### src/rtl/dm_arbiter.sv
// dm_arbiter: round-robin sharing of the single-ported data memory
// between the CPU load/store port (m0) and a second master (m1).
module dm_arbiter #(
    parameter int AW = 32,
    parameter int DW = 32
) (
    input  logic          clk,
    input  logic          reset,
    input  logic          m0_req,
    input  logic          m0_we,
    input  logic [AW-1:0] m0_addr,
    input  logic [DW-1:0] m0_wdata,
    input  logic [31:0]   m0_pc,
    output logic          m0_ack,
    output logic [DW-1:0] m0_rdata,
    input  logic          m1_req,
    input  logic          m1_we,
    input  logic [AW-1:0] m1_addr,
    input  logic [DW-1:0] m1_wdata,
    input  logic [31:0]   m1_pc,
    output logic          m1_ack,
    output logic [DW-1:0] m1_rdata,
    output logic [AW-1:0] mem_A,
    output logic [DW-1:0] mem_WD,
    output logic          mem_WE,
    output logic [31:0]   mem_PC,
    input  logic [DW-1:0] mem_RD
);

    typedef enum logic {
        IDLE,
        SERVE
    } state_t;

    state_t        state;
    state_t        state_nx;
    logic          gnt;
    logic          last;
    logic          take;
    logic          pick;
    logic          elig0;
    logic          elig1;
    logic          cmd_we;
    logic [AW-1:0] cmd_addr;
    logic [DW-1:0] cmd_wdata;
    logic [31:0]   cmd_pc;

    // A pending ack masks its master so a held request is not served twice.
    assign elig0 = m0_req & ~m0_ack;
    assign elig1 = m1_req & ~m1_ack;

    // The memory port always shows the last command; only WE depends on state.
    assign mem_A  = cmd_addr;
    assign mem_WD = cmd_wdata;
    assign mem_PC = cmd_pc;

    // State register.
    always_ff @(posedge clk or negedge reset) begin
        if (!reset) begin
            state <= IDLE;
        end else begin
            state <= state_nx;
        end
    end

    // Arbitration, next state and write-enable decode.
    always_comb begin
        state_nx = state;
        take     = 1'b0;
        pick     = 1'b0;
        mem_WE   = 1'b0;
        unique case (state)
            IDLE: begin
                if (elig0 && elig1) begin
                    take = 1'b1;
                    pick = ~last;
                end else if (elig0) begin
                    take = 1'b1;
                    pick = 1'b0;
                end else if (elig1) begin
                    take = 1'b1;
                    pick = 1'b1;
                end
                if (take) begin
                    state_nx = SERVE;
                end
            end
            SERVE: begin
                mem_WE   = cmd_we;
                state_nx = IDLE;
            end
            default: state_nx = IDLE;
        endcase
    end

    // Latch the winner and its command at grant time.
    always_ff @(posedge clk or negedge reset) begin
        if (!reset) begin
            gnt       <= 1'b0;
            last      <= 1'b1;
            cmd_we    <= 1'b0;
            cmd_addr  <= '0;
            cmd_wdata <= '0;
            cmd_pc    <= '0;
        end else if (take) begin
            gnt       <= pick;
            last      <= pick;
            cmd_we    <= pick ? m1_we    : m0_we;
            cmd_addr  <= pick ? m1_addr  : m0_addr;
            cmd_wdata <= pick ? m1_wdata : m0_wdata;
            cmd_pc    <= pick ? m1_pc    : m0_pc;
        end
    end

    // Capture read data and pulse the winner's ack as SERVE ends.
    always_ff @(posedge clk or negedge reset) begin
        if (!reset) begin
            m0_ack   <= 1'b0;
            m1_ack   <= 1'b0;
            m0_rdata <= '0;
            m1_rdata <= '0;
        end else begin
            m0_ack <= 1'b0;
            m1_ack <= 1'b0;
            if (state == SERVE) begin
                if (gnt) begin
                    m1_ack   <= 1'b1;
                    m1_rdata <= mem_RD;
                end else begin
                    m0_ack   <= 1'b1;
                    m0_rdata <= mem_RD;
                end
            end
        end
    end

endmodule

### config.mk
export PLATFORM = sky130hd
export DESIGN_NAME = dm_arbiter
export DESIGN_NICKNAME = d
export VERILOG_FILES = /design/src/rtl/dm_arbiter.sv
export SDC_FILE = /design/constraint.sdc
export NUM_CORES = 1
export LEC_CHECK = 0
export CAP_MARGIN = 20
export CORE_AREA = 2 2 151 153
export DETAILED_ROUTE_END_ITERATION = 8
export DIE_AREA = 0 0 153 155
export PLACE_DENSITY = 0.87
export SLEW_MARGIN = 25
export SYNTH_ARGS = -nofsm -noshare
export SYNTH_HDL_FRONTEND = slang
export SYNTH_SLANG_ARGS = --single-unit
export TNS_END_PERCENT = 30
### constraint.sdc
create_clock -name clk -period 3.8 [get_ports clk]
set_clock_uncertainty 0.15 [all_clocks]
set_input_delay 1.14 -clock clk [delete_from_list [all_inputs] [get_ports clk]]
set_output_delay 1.14 -clock clk [all_outputs]
set_load 0.1 [all_outputs]
# Word level (Yosys, flattened, before mapping)

Index checks and enable logic that the tools add are counted.

Reductions and logical operators: 3
Mux-type cells: 19
Bitwise operators: 7

Operator list:

| cell                               | number |
|---|---|
| 2-to-1 mux 32 bit                  | 3 |
| 2-to-1 mux 1 bit                   | 15 |
| inverter 1 bit                     | 5 |
| AND reduction 2 bit                | 2 |
| AND 1 bit                          | 2 |
| one-hot mux 1 bit (2 select lines) | 1 |
| logical AND 1 bit                  | 1 |

Register bits: 166
Word-level logic and storage cells: 40
Output and inout port bits: 163
Input bits: 230

# Depth between registers and ports, before layout

Depth after elaboration: 8
Depth in mapped cells: 8
Gate-level depth less buffers: 4

# Worst setup path after synthesis

Ideal clock, no wire load.

Kind: register to output
From: reg state
To: out mem_WE
Required time: 2.510 ns
Buffers on the path: 4
Slack: 0.695 ns
Stages on the path, launching flop included: 6
Arrival time: 1.815 ns
Cell sequence: dfrtp_1 -> buf_6 -> buf_4 -> buf_2 -> clkbuf_1 -> and2_1

Cells in the longest elaborated chain, start to end: 1

RTL lines:

| element                | line | RTL |
|---|---|---|
| from (decl)            | 35   | `state_t state;` |
| from (signal assigned) | 62   | `state <= state_nx;` |
| 2-to-1 mux 1 bit       | 72   | `unique case (state)` |
| to (decl)              | 25   | `output logic mem_WE,` |

Every way passes these cells.

# Final worst setup path

Ends and elaborated chain as after synthesis.

==> results.sh <==
export IMPL_status="complete, no violations"
export IMPL_firstDrtPassIters=5
export IMPL_cp_max_fo=48
export IMPL_wl_per_cell_um=23.4
export IMPL_cts_resized=0
export IMPL_yosysWarnings=0
export IMPL_start_kind="flip-flop"
export IMPL_rows=55
export IMPL_tightest_slew_ns=0.923
export IMPL_core_area_um2=22200
export IMPL_drt_iter0_markers=637
export IMPL_rsz0062_at_grt="false"
export IMPL_cts_setup_buffers=0
export IMPL_synthCells=747
export IMPL_antenna_found_initial=5
export IMPL_hold_buffers=0
export IMPL_vias_per_cell=6.10
export IMPL_grt_pass1_vias=8507
export IMPL_max_slew_margin=0.385
export IMPL_ys_ff_latch=166
export IMPL_track_usage=0.264
export IMPL_overflow=0
export IMPL_drive_gt1_frac=0.318
export IMPL_worstSetupPathType="flip-flop to output pin"
export IMPL_syn2layout_area_growth_pct=47.2
export IMPL_cts_sinks=166
export IMPL_nets=1295
export IMPL_ant_nets=0
export IMPL_finalSetupViolCount=0
export IMPL_crit_path_cell_trace="and2_1, buf_12"
export IMPL_place_congestion=0.843
export IMPL_arrival_ns=1.60
export IMPL_cp_required_ns=2.51
export IMPL_drv_slew=0
export IMPL_initial_utilization=0.403
export IMPL_grt_max_degree=99
export IMPL_cts_max_level=4
export IMPL_grt_pass1_wl_um=50100
export IMPL_synth_area_um2=8970
export IMPL_syn_nets=977
export IMPL_clockRootBuffer="clkbuf_16"
export IMPL_cp_slowest_stage_delay_ns=0.74
export IMPL_io_pin_count=393
export IMPL_tritoncts="built"
export IMPL_die_h_um=155
export IMPL_fmax_ghz=0.346
export IMPL_clk_pin_slew_worst_paths_ns=0.08
export IMPL_seq_area_frac_synth=0.463
export IMPL_syn_area_per_cell_um2=12.0
export IMPL_cts_buffers=17
export IMPL_setup_tns_ns=0
export IMPL_synth_cell_types=32
export IMPL_hp_class="flip-flop to flip-flop"
export IMPL_worstSetupEndpointType="output pin"
export IMPL_dieArea_um2=23700
export IMPL_die_w_um=153
export IMPL_drv_cap=0
export IMPL_hold_slack_ns=0.362
export IMPL_finalWirelength_um=32000
export IMPL_drcViolationCount=0
export IMPL_hpwl_um=21300
export IMPL_cpMaxStageDelayCell="dfrtp_4"
export IMPL_via_count=8334
export IMPL_fin_crit_ns=2.89
export IMPL_io_buffers=392
export IMPL_clockBufferDepth=2
export IMPL_clkLatencyLatePin_ns=0.42
export IMPL_fin_crit_sh=0.760
export IMPL_hold_viol_final=0
-- state kept, by name, summed over array words and instances, names as in the netlist --
signal	flops
m0_rdata	32
m1_rdata	32
mem_A	32
mem_PC	32
mem_WD	32
cmd_we	1
gnt	1
last	1
m0_ack	1
m1_ack	1
state	1
-- worst paths after layout --
| check | start | to | slack, ns | cells past startpoint |
|---|---|---|---|---|
| min in group asynchronous | reset | mem_A[23] | 0.55 | 1 |
| max in group asynchronous | reset | mem_WD[2] | 2.11 | 2 |
| min | m0_rdata[17] | m0_rdata[17] | 0.36 | 1 |
| max reg2reg | state | mem_PC[17] | 1.27 | 4 |
| min reg2reg | m0_rdata[17] | m0_rdata[17] | 0.36 | 1 |
| max | state | mem_WE | 0.91 | 2 |
-- metrics by stage --
step | setup slack [ns] | area, µm² | util | instances
floorplan | 0.695 | 8970 | - | 747
global placement | 0.793 | 12500 | 0.564 | 1330
detailed placement | 0.717 | 12500 | 0.564 | 1330
CTS | 0.848 | 13200 | 0.592 | 1362
global route | 0.823 | 13200 | 0.594 | 1367
finish | 0.913 | 13200 | 0.594 | 1367
-- per-layer routing --
metal / vias to the layer above / global-route usage / wire length, µm
met2: 429 / 0.438 / 16000
met4: 2 / 0.0948 / 901
met3: 61 / 0.0635 / 2250
li1: 3664 / - / -
met5: - / 0 / 12
met1: 4178 / 0.337 / 12900
-- placed cells by master, fill, tap and decap left out, types with 3 or more instances in the layout --
cell type / instances
a21o_1: 3
a221oi_1: 97
a2bb2oi_1: 77
a2bb2oi_2: 20
and4bb_1: 7
and4bb_2: 11
buf_12: 8
buf_4: 176
clkbuf_16: 17
clkdlybuf4s50_1: 227
clkinv_8: 5
dfrtp_1: 163
diode_2: 4
inv_12: 5
inv_6: 3
mux2_2: 64
nor4bb_1: 79
o21ai_0: 74
o21ai_1: 3
o21ai_2: 20
-- synthesized netlist by cell type --
master	number	share of area
dfrtp_1	165	0.46
a221oi_1	97	0.095
nor4bb_1	79	0.088
a2bb2oi_1	77	0.075
o21ai_0	74	0.041
clkbuf_1	65	0.027
mux2_2	64	0.080
buf_2	30	0.017
a2bb2oi_2	20	0.033
o21ai_2	20	0.020
and4bb_2	11	0.015
and4bb_1	7	0.0098
buf_6	6	0.0075
clkbuf_2	4	0.0022
a21o_1	3	0.0025
buf_4	3	0.0025
buf_8	3	0.0050
o21ai_1	3	0.0017
buf_1	2	0.00084
buf_12	2	0.0045
and2_1	1	0.00070
and3b_1	1	0.00098
dfstp_2	1	0.0029
inv_1	1	0.00042
inv_2	1	0.00042
nand2_1	1	0.00042
nand2b_1	1	0.00070
nand2b_4	1	0.0015
nand3b_1	1	0.00084
nor2_1	1	0.00042
nor2b_1	1	0.00070
or3b_1	1	0.00098
-- cells by family (layout without fill, tap and decap cells) --
| logic type | count (synthesis) | after routing | synth area share |
|---|---|---|---|
| muxes | 64 | 64 | 0.0804 |
| buffers and inverters | 117 | 448 | 0.0674 |
| DFF | 166 | 166 | 0.463 |
| and+or+nand+nor | 106 | 106 | 0.121 |
| other | 0 | 4 | 0 |
| AOI/OAI and AO/OA | 294 | 294 | 0.268 |
-- cell type report --
| class | count | area [µm²] |
|---|---|---|
| inverter | 2 | 10.0 |
| clock inverter | 15 | 209 |
| clock buffer | 17 | 425 |
| multi-input combinational | 464 | 4230 |
| antenna | 4 | 10.0 |
| tap | 285 | 357 |
| timing repair buffer | 414 | 3800 |
| fill | 1813 | 9030 |
| sequential | 166 | 4160 |
-- worst max-delay path: cells and delay by family (launching register included) --
family                 cells  cell delay [ns]
flip-flops                 1             0.74
buffers and inverters      1             0.18
AND/OR/NAND/NOR            1             0.25
Power is left out: the tool's default activity adds up to more than one toggle a clock period on the data nets, which glitch-free logic cannot reach.
